--- config.mk ---
export PLATFORM = sky130hd
export DESIGN_NAME = cr16_datapath_controller
export DESIGN_NICKNAME = d
export VERILOG_FILES = /design/src/rtl/cr16_pkg.sv /design/src/rtl/cr16_decoder.sv /design/src/rtl/cr16_datapath_controller.sv
export SDC_FILE = /design/constraint.sdc
export NUM_CORES = 1
export LEC_CHECK = 0
export ABC_AREA = 1
export CORE_ASPECT_RATIO = 1.1
export CORE_MARGIN = 2
export CORE_UTILIZATION = 51
export DETAILED_ROUTE_END_ITERATION = 8
export PLACE_DENSITY = 0.81
export SETUP_SLACK_MARGIN = 0.2
export SLEW_MARGIN = 0
export SYNTH_ARGS = -nofsm -noshare
export SYNTH_HDL_FRONTEND = slang
export SYNTH_SLANG_ARGS = --single-unit
--- constraint.sdc ---
create_clock -name I_CLK -period 2.8 [get_ports I_CLK]
set_input_delay 0.56 -clock I_CLK [delete_from_list [all_inputs] [get_ports I_CLK]]
set_output_delay 0.56 -clock I_CLK [all_outputs]
set_load 0.02 [all_outputs]
--- src/rtl/cr16_pkg.sv ---
// cr16_pkg: shared encodings, ALU opcodes, controller states and flag indices for the CR16 controller
package cr16_pkg;
    localparam int FLAG_W = 5;
    localparam logic [3:0] ALU_ADD = 4'd0;
    localparam logic [3:0] ALU_SUB = 4'd4;
    localparam logic [3:0] ALU_AND = 4'd6;
    localparam logic [3:0] ALU_OR  = 4'd7;
    localparam logic [3:0] ALU_XOR = 4'd8;
    localparam logic [3:0] OP_RTYPE = 4'b0000;
    // Function codes shared by the R-type ext field and the I-type op field
    localparam logic [3:0] ENC_ADD = 4'b0101;
    localparam logic [3:0] ENC_SUB = 4'b1001;
    localparam logic [3:0] ENC_CMP = 4'b1011;
    localparam logic [3:0] ENC_AND = 4'b0001;
    localparam logic [3:0] ENC_OR  = 4'b0010;
    localparam logic [3:0] ENC_XOR = 4'b0011;
    localparam logic [3:0] ENC_MOV = 4'b1101;
    localparam logic [3:0] ENC_LUI = 4'b1111;
    typedef enum logic [1:0] {ST_IDLE, ST_DECODE, ST_EXEC1, ST_EXEC2} state_t;
    typedef enum logic [2:0] {FLAG_C, FLAG_L, FLAG_F, FLAG_Z, FLAG_N} flag_idx_t;
endpackage

--- src/rtl/cr16_decoder.sv ---
// cr16_decoder: combinational decode of one CR16 ALU instruction word
module cr16_decoder
    import cr16_pkg::*;
(
    input  logic [15:0] i_instr,
    output logic        o_legal,
    output logic [3:0]  o_alu_op,
    output logic        o_use_imm,
    output logic [15:0] o_imm16,
    output logic        o_writes_rd,
    output logic        o_sets_flags,
    output logic        o_two_step,
    output logic        o_a_is_rs,
    output logic [3:0]  o_rd,
    output logic [3:0]  o_rs
);
    logic       w_rtype;
    logic [3:0] w_sel;
    logic [7:0] w_imm8;
    assign w_rtype = i_instr[15:12] == OP_RTYPE;
    assign w_sel   = w_rtype ? i_instr[7:4] : i_instr[15:12];
    assign w_imm8  = i_instr[7:0];
    assign o_rd    = i_instr[11:8];
    assign o_rs    = i_instr[3:0];
    always_comb begin
        o_legal      = 1'b0;
        o_alu_op     = ALU_ADD;
        o_writes_rd  = 1'b0;
        o_sets_flags = 1'b0;
        o_two_step   = 1'b0;
        o_a_is_rs    = 1'b0;
        case (w_sel)
            ENC_ADD: {o_legal, o_alu_op, o_writes_rd, o_sets_flags} = {1'b1, ALU_ADD, 2'b11};
            ENC_SUB: {o_legal, o_alu_op, o_writes_rd, o_sets_flags} = {1'b1, ALU_SUB, 2'b11};
            ENC_CMP: {o_legal, o_alu_op, o_writes_rd, o_sets_flags} = {1'b1, ALU_SUB, 2'b01};
            ENC_AND: {o_legal, o_alu_op, o_writes_rd, o_sets_flags} = {1'b1, ALU_AND, 2'b11};
            ENC_OR:  {o_legal, o_alu_op, o_writes_rd, o_sets_flags} = {1'b1, ALU_OR,  2'b11};
            ENC_XOR: {o_legal, o_alu_op, o_writes_rd, o_sets_flags} = {1'b1, ALU_XOR, 2'b11};
            ENC_MOV: begin
                o_legal     = 1'b1;
                o_writes_rd = 1'b1;
                o_alu_op    = w_rtype ? ALU_OR : ALU_ADD;
                o_a_is_rs   = w_rtype;
                o_two_step  = !w_rtype;
            end
            ENC_LUI: begin
                o_legal     = !w_rtype;
                o_writes_rd = !w_rtype;
                o_two_step  = !w_rtype;
            end
            default: o_legal = 1'b0;
        endcase
    end
    assign o_use_imm = o_legal && !w_rtype;
    assign o_imm16   = !o_use_imm ? 16'h0000
                     : w_sel == ENC_LUI ? {w_imm8, 8'h00}
                     : (w_sel inside {ENC_ADD, ENC_SUB, ENC_CMP}) ? {{8{w_imm8[7]}}, w_imm8}
                     : {8'h00, w_imm8};
endmodule

--- src/rtl/cr16_datapath_controller.sv ---
// cr16_datapath_controller: accepts one ALU instruction, sequences its execute micro-ops and latches flags
module cr16_datapath_controller
    import cr16_pkg::*;
(
    input  logic              I_CLK,
    input  logic              I_RESET,
    input  logic [15:0]       I_INSTR,
    input  logic              I_INSTR_VALID,
    output logic              O_INSTR_READY,
    input  logic [FLAG_W-1:0] I_STATUS_FLAGS,
    output logic [15:0]       O_REG_WRITE_ENABLE,
    output logic [3:0]        O_REG_A_SELECT,
    output logic [3:0]        O_REG_B_SELECT,
    output logic              O_IMMEDIATE_SELECT,
    output logic [15:0]       O_IMMEDIATE,
    output logic [3:0]        O_OPCODE,
    output logic [FLAG_W-1:0] O_FLAGS,
    output logic              O_DONE,
    output logic              O_ILLEGAL
);
    state_t            r_state, w_next;
    logic [15:0]       r_instr;
    logic [15:0]       r_we, w_we;
    logic [3:0]        r_a, w_a, r_b, w_b, r_op, w_op;
    logic              r_isel, w_isel, r_done, w_done;
    logic [15:0]       r_imm, w_imm;
    logic [FLAG_W-1:0] r_flags;
    logic              w_legal, w_use_imm, w_writes_rd, w_sets_flags, w_two_step, w_a_is_rs;
    logic [3:0]        w_alu_op, w_rd, w_rs;
    logic [15:0]       w_imm16;
    logic              w_accept, w_to_e1, w_to_e2;
    cr16_decoder u_dec (
        .i_instr      (r_instr),
        .o_legal      (w_legal),
        .o_alu_op     (w_alu_op),
        .o_use_imm    (w_use_imm),
        .o_imm16      (w_imm16),
        .o_writes_rd  (w_writes_rd),
        .o_sets_flags (w_sets_flags),
        .o_two_step   (w_two_step),
        .o_a_is_rs    (w_a_is_rs),
        .o_rd         (w_rd),
        .o_rs         (w_rs)
    );
    assign O_INSTR_READY = (r_state == ST_IDLE) && !I_RESET;
    assign w_accept      = I_INSTR_VALID && O_INSTR_READY;
    assign w_to_e1       = (r_state == ST_DECODE) && w_legal;
    assign w_to_e2       = (r_state == ST_EXEC1) && w_two_step;
    always_comb begin
        w_next = r_state == ST_IDLE   ? (w_accept ? ST_DECODE : ST_IDLE)
               : r_state == ST_DECODE ? (w_legal ? ST_EXEC1 : ST_IDLE)
               : r_state == ST_EXEC1  ? (w_two_step ? ST_EXEC2 : ST_IDLE)
               : ST_IDLE;
    end
    // Control outputs are computed one cycle ahead so they are registered for the whole EXEC cycle
    always_comb begin
        w_op   = ALU_ADD;
        w_a    = 4'd0;
        w_b    = 4'd0;
        w_isel = 1'b0;
        w_imm  = 16'h0000;
        w_we   = 16'h0000;
        w_done = 1'b0;
        if (w_to_e1) begin
            w_op   = w_two_step ? ALU_XOR : w_alu_op;
            w_a    = w_a_is_rs ? w_rs : w_rd;
            w_b    = w_two_step ? w_rd : (w_use_imm ? 4'd0 : w_rs);
            w_isel = w_use_imm && !w_two_step;
            w_imm  = (w_use_imm && !w_two_step) ? w_imm16 : 16'h0000;
            w_we   = w_writes_rd ? 16'd1 << w_rd : 16'h0000;
            w_done = !w_two_step;
        end else if (w_to_e2) begin
            w_op   = ALU_ADD;
            w_a    = w_rd;
            w_isel = 1'b1;
            w_imm  = w_imm16;
            w_we   = 16'd1 << w_rd;
            w_done = 1'b1;
        end
    end
    always_ff @(posedge I_CLK) begin
        if (I_RESET) begin
            r_state <= ST_IDLE;
            r_instr <= 16'h0000;
            r_op    <= 4'd0;
            r_a     <= 4'd0;
            r_b     <= 4'd0;
            r_isel  <= 1'b0;
            r_imm   <= 16'h0000;
            r_we    <= 16'h0000;
            r_done  <= 1'b0;
            r_flags <= '0;
        end else begin
            r_state <= w_next;
            r_op    <= w_op;
            r_a     <= w_a;
            r_b     <= w_b;
            r_isel  <= w_isel;
            r_imm   <= w_imm;
            r_we    <= w_we;
            r_done  <= w_done;
            if (w_accept)
                r_instr <= I_INSTR;
            if (r_state == ST_EXEC1 && !w_two_step && w_sets_flags)
                r_flags <= I_STATUS_FLAGS;
        end
    end
    assign O_REG_WRITE_ENABLE = r_we & {16{!I_RESET}};
    assign O_REG_A_SELECT     = r_a;
    assign O_REG_B_SELECT     = r_b;
    assign O_IMMEDIATE_SELECT = r_isel;
    assign O_IMMEDIATE        = r_imm;
    assign O_OPCODE           = r_op;
    assign O_FLAGS            = r_flags;
    assign O_DONE             = r_done && !I_RESET;
    assign O_ILLEGAL          = (r_state == ST_DECODE) && !w_legal && !I_RESET;
endmodule

==> impl_results.md <==
* Status: finished, final reports clean
* Min-delay src: O_FLAGS[3]
* R2R Setup Slk at 0.51 ns
* H-tree depth at 3
* ANT cells at 0
* Minimum clock period after layout at 2.51 ns
* First DRT Iteration DRCs at 248
* CTS tree: yes
* Placer Congestion at 0.819
* Final Hold Viols at 0
* Sequential-to-total area share from yosys stat at 49.6%
* Share of cells above drive strength 1 at 10.7%
* Synth unique cells at 26
* Largest net degree at the start of global routing at 34
* Setup violators final at 0
* Max rail drop VDD at 0.441 mV
* Final ANT Viol Nets at 0
* Drt drc at 0
* FF-to-FF End: O_OPCODE[1]
* Number of cells on the worst reg-to-reg path at 13
* Clock skew at 0.00713 ns
* Predominant post-synthesis flop cell: dfxtp_1
* Register bit total from synthesis at 69
* GRT Util Overall at 22.6%
* Post-Syn Area at 2790 µm²
* Hold Path Cell Cnt at 2
* Clock sink total at 69
* Slew Limit Fails at 0
* Synthesis-to-layout area growth at 36.6%
* DP HPWL at 4660 µm
* Max-Cap Viols at 0
* Setup TNS at 0 ns
* Worst path required time at 2.24 ns
* # IOs at 77
* PwrDens at 559 nW/µm²
* Initial antenna violation count at 0
* Router iterations before antenna repair at 5
* Worst hold slack at 0.463 ns
* Syn nets at 386
* Crit path top cell by count: nand2_1
* CTS buffer count at 9
* Post-synth top area share at 49.6%
* Core footprint at 5330 µm²
* Bufs on Longest Clock Path at 2
* Die Width at 74.5 µm
* Die Span Y at 81.5 µm
* Actual slew at the worst max-slew pin at 0.544 ns
* CP endpoint kind: output port
* Mapped Cells at 362
* Async SR Flop Fraction at 0%
* Num rows at 28
* CP Cell Sequence: nor2_4 > nand2_2 > buf_6 > nand2_1 > nand2_1 > nor2_4 > nand2_1 > nand4_2 > nor3_2 > buf_2
* Slew headroom at 63.7%
* LEAKAGE at 1.39 nW
* CP arrival at 1.95 ns
* Leading cell type in the layout, fill and taps excluded: clkdlybuf4s50_1
* Fmax at 399 MHz
* Hold buffers post-CTS at 0
* CTS clk-pin slew, worst paths at 0.07 ns
* Crit-path max cell delay at 0.40 ns
* RSZ-0062 raised after global routing: no
* WL/cell at 12.6 µm
* FF-to-FF Start: r_instr[15]
* Setup crit start kind: register
* GRT overflow at 0
* Largest cells by area after synthesis: dfxtp_1 (50%), nand2_1 (8.1%), a21oi_1 (6.6%)
* HP Class: register to register
* First-pass GRT wire length at 10500 µm
* Average vias per placed instance at 5.09
* IO Port Bufs at 76
* Initial core utilization at 52.3%
* Multi-input logic area at 1150 µm²
* Worst path slowest cell: dfxtp_1
* Root Buffer: clkbuf_8
* CP Class: register to output port
* Clk_lat worst skew at 0.33 ns
* Die ar. at 6070 µm²
* NumNets Final at 462
* Syn Area/Cell at 7.70 µm²
* Drt total wl at 6520 µm
* Filler cells at 438
* Crit share post-route at 89.5%
* Vias at 2625
* Commonest cells after routing, fill and taps aside: clkdlybuf4s50_1 (74), dfxtp_1 (69), nand2_1 (60)
* Post-synth EDFFs at 0
* Number of global-route vias before repair at 2353
* Critical path fanouts, max at 20
* Hold EP: O_FLAGS[3]
* Synth Warn # at 0
* Largest area contributor in the netlist: dfxtp_1
* Register Area at 1380 µm²
==> power by group <==
part	leakage, nW	total, mW	internal [mW]	switching, mW
registers	0.559	1.03	1.00	0.0237
clock network	0.102	0.808	0.475	0.333
logic	0.725	0.292	0.105	0.187
total	1.39	2.13	1.58	0.543
==> what timing repair did <==
action / 4_1_cts / 5_1_grt
buffers inserted: 0 / 1
setup endpoints to repair: 2 / 1
resized for setup: 6 / 3
pin swaps: 0 / 1
==> stage by stage <==
| step | instance area (µm²) | utilization [%] | setup slack, ns | cells | power (mW) |
|---|---|---|---|---|---|
| finish | 3810 | 71.5 | 0.294 | 516 | 2.13 |
| global route | 3810 | 71.5 | 0.193 | 516 | 2.21 |
| CTS | 3800 | 71.4 | 0.191 | 515 | 2.13 |
| detailed placement | 3600 | 67.5 | 0.0928 | 501 | 1.33 |
| global placement | 3600 | 67.5 | 0.100 | 501 | 1.32 |
| floorplan | 2790 | - | 0.408 | 362 | 1.24 |
==> kinds of logic (layout without fill, tap and decap cells) <==
logic type	after synthesis	in the layout	synth area share, %
AOI/OAI and AO/OA	72	72	14.2
buffers and inverters	62	141	9.38
DFF	69	69	49.6
and+or+nand+nor	159	159	26.8
==> how the worst max path moves through the flow <==
stage	start	end	slack, ns	cells past startpoint
floorplan	r_instr[12]	O_ILLEGAL	0.41	11
global placement	I_RESET	O_ILLEGAL	0.10	4
detailed placement	I_RESET	O_ILLEGAL	0.09	4
CTS	r_instr[12]	O_ILLEGAL	0.19	10
global route	r_instr[13]	O_ILLEGAL	0.19	10
finish	r_instr[14]	O_ILLEGAL	0.29	10
==> cell type report <==
type,instances,share of cell area [%]
inverters,46,4.53
well taps,75,2.46
clock buffers,13,4.43
flip-flops and latches,69,36.3
multi-input cells,231,30.3
repair buffers,81,21.2
clock inverters,1,0.788
==> per-layer routing <==
metal  wire length (µm)  track usage (%)  vias up
li1                   -                -     1316
met1               2810             29.0     1202
met5                  0                0        -
met2               3120             35.6       91
met3                425             3.93       16
met4                159             12.9        0
==> synthesized netlist by cell type, types with 8 or more instances <==
cell type	number
a21oi_1	37
clkbuf_1	8
dfxtp_1	69
inv_1	42
nor2_1	45
a21oi_2	9
nand4_1	17
nand3_1	18
o21ai_0	24
nand2_1	60
==> state kept, by name, summed over array words and instances, names as in the netlist, 2 cells and up <==
register	flops
O_FLAGS	5
r_we	16
r_state	2
O_REG_B_SELECT	4
r_instr	16
O_OPCODE	4
O_REG_A_SELECT	4
O_IMMEDIATE	16
==> worst max-delay path, delay by kind of cell, from the launching register on <==
family / cells / cell delay [ns]
buffers and inverters: 2 / 0.40
flip-flops: 1 / 0.40
AND/OR/NAND/NOR: 8 / 0.81
Note: power is estimated with default switching activity, not from simulation.
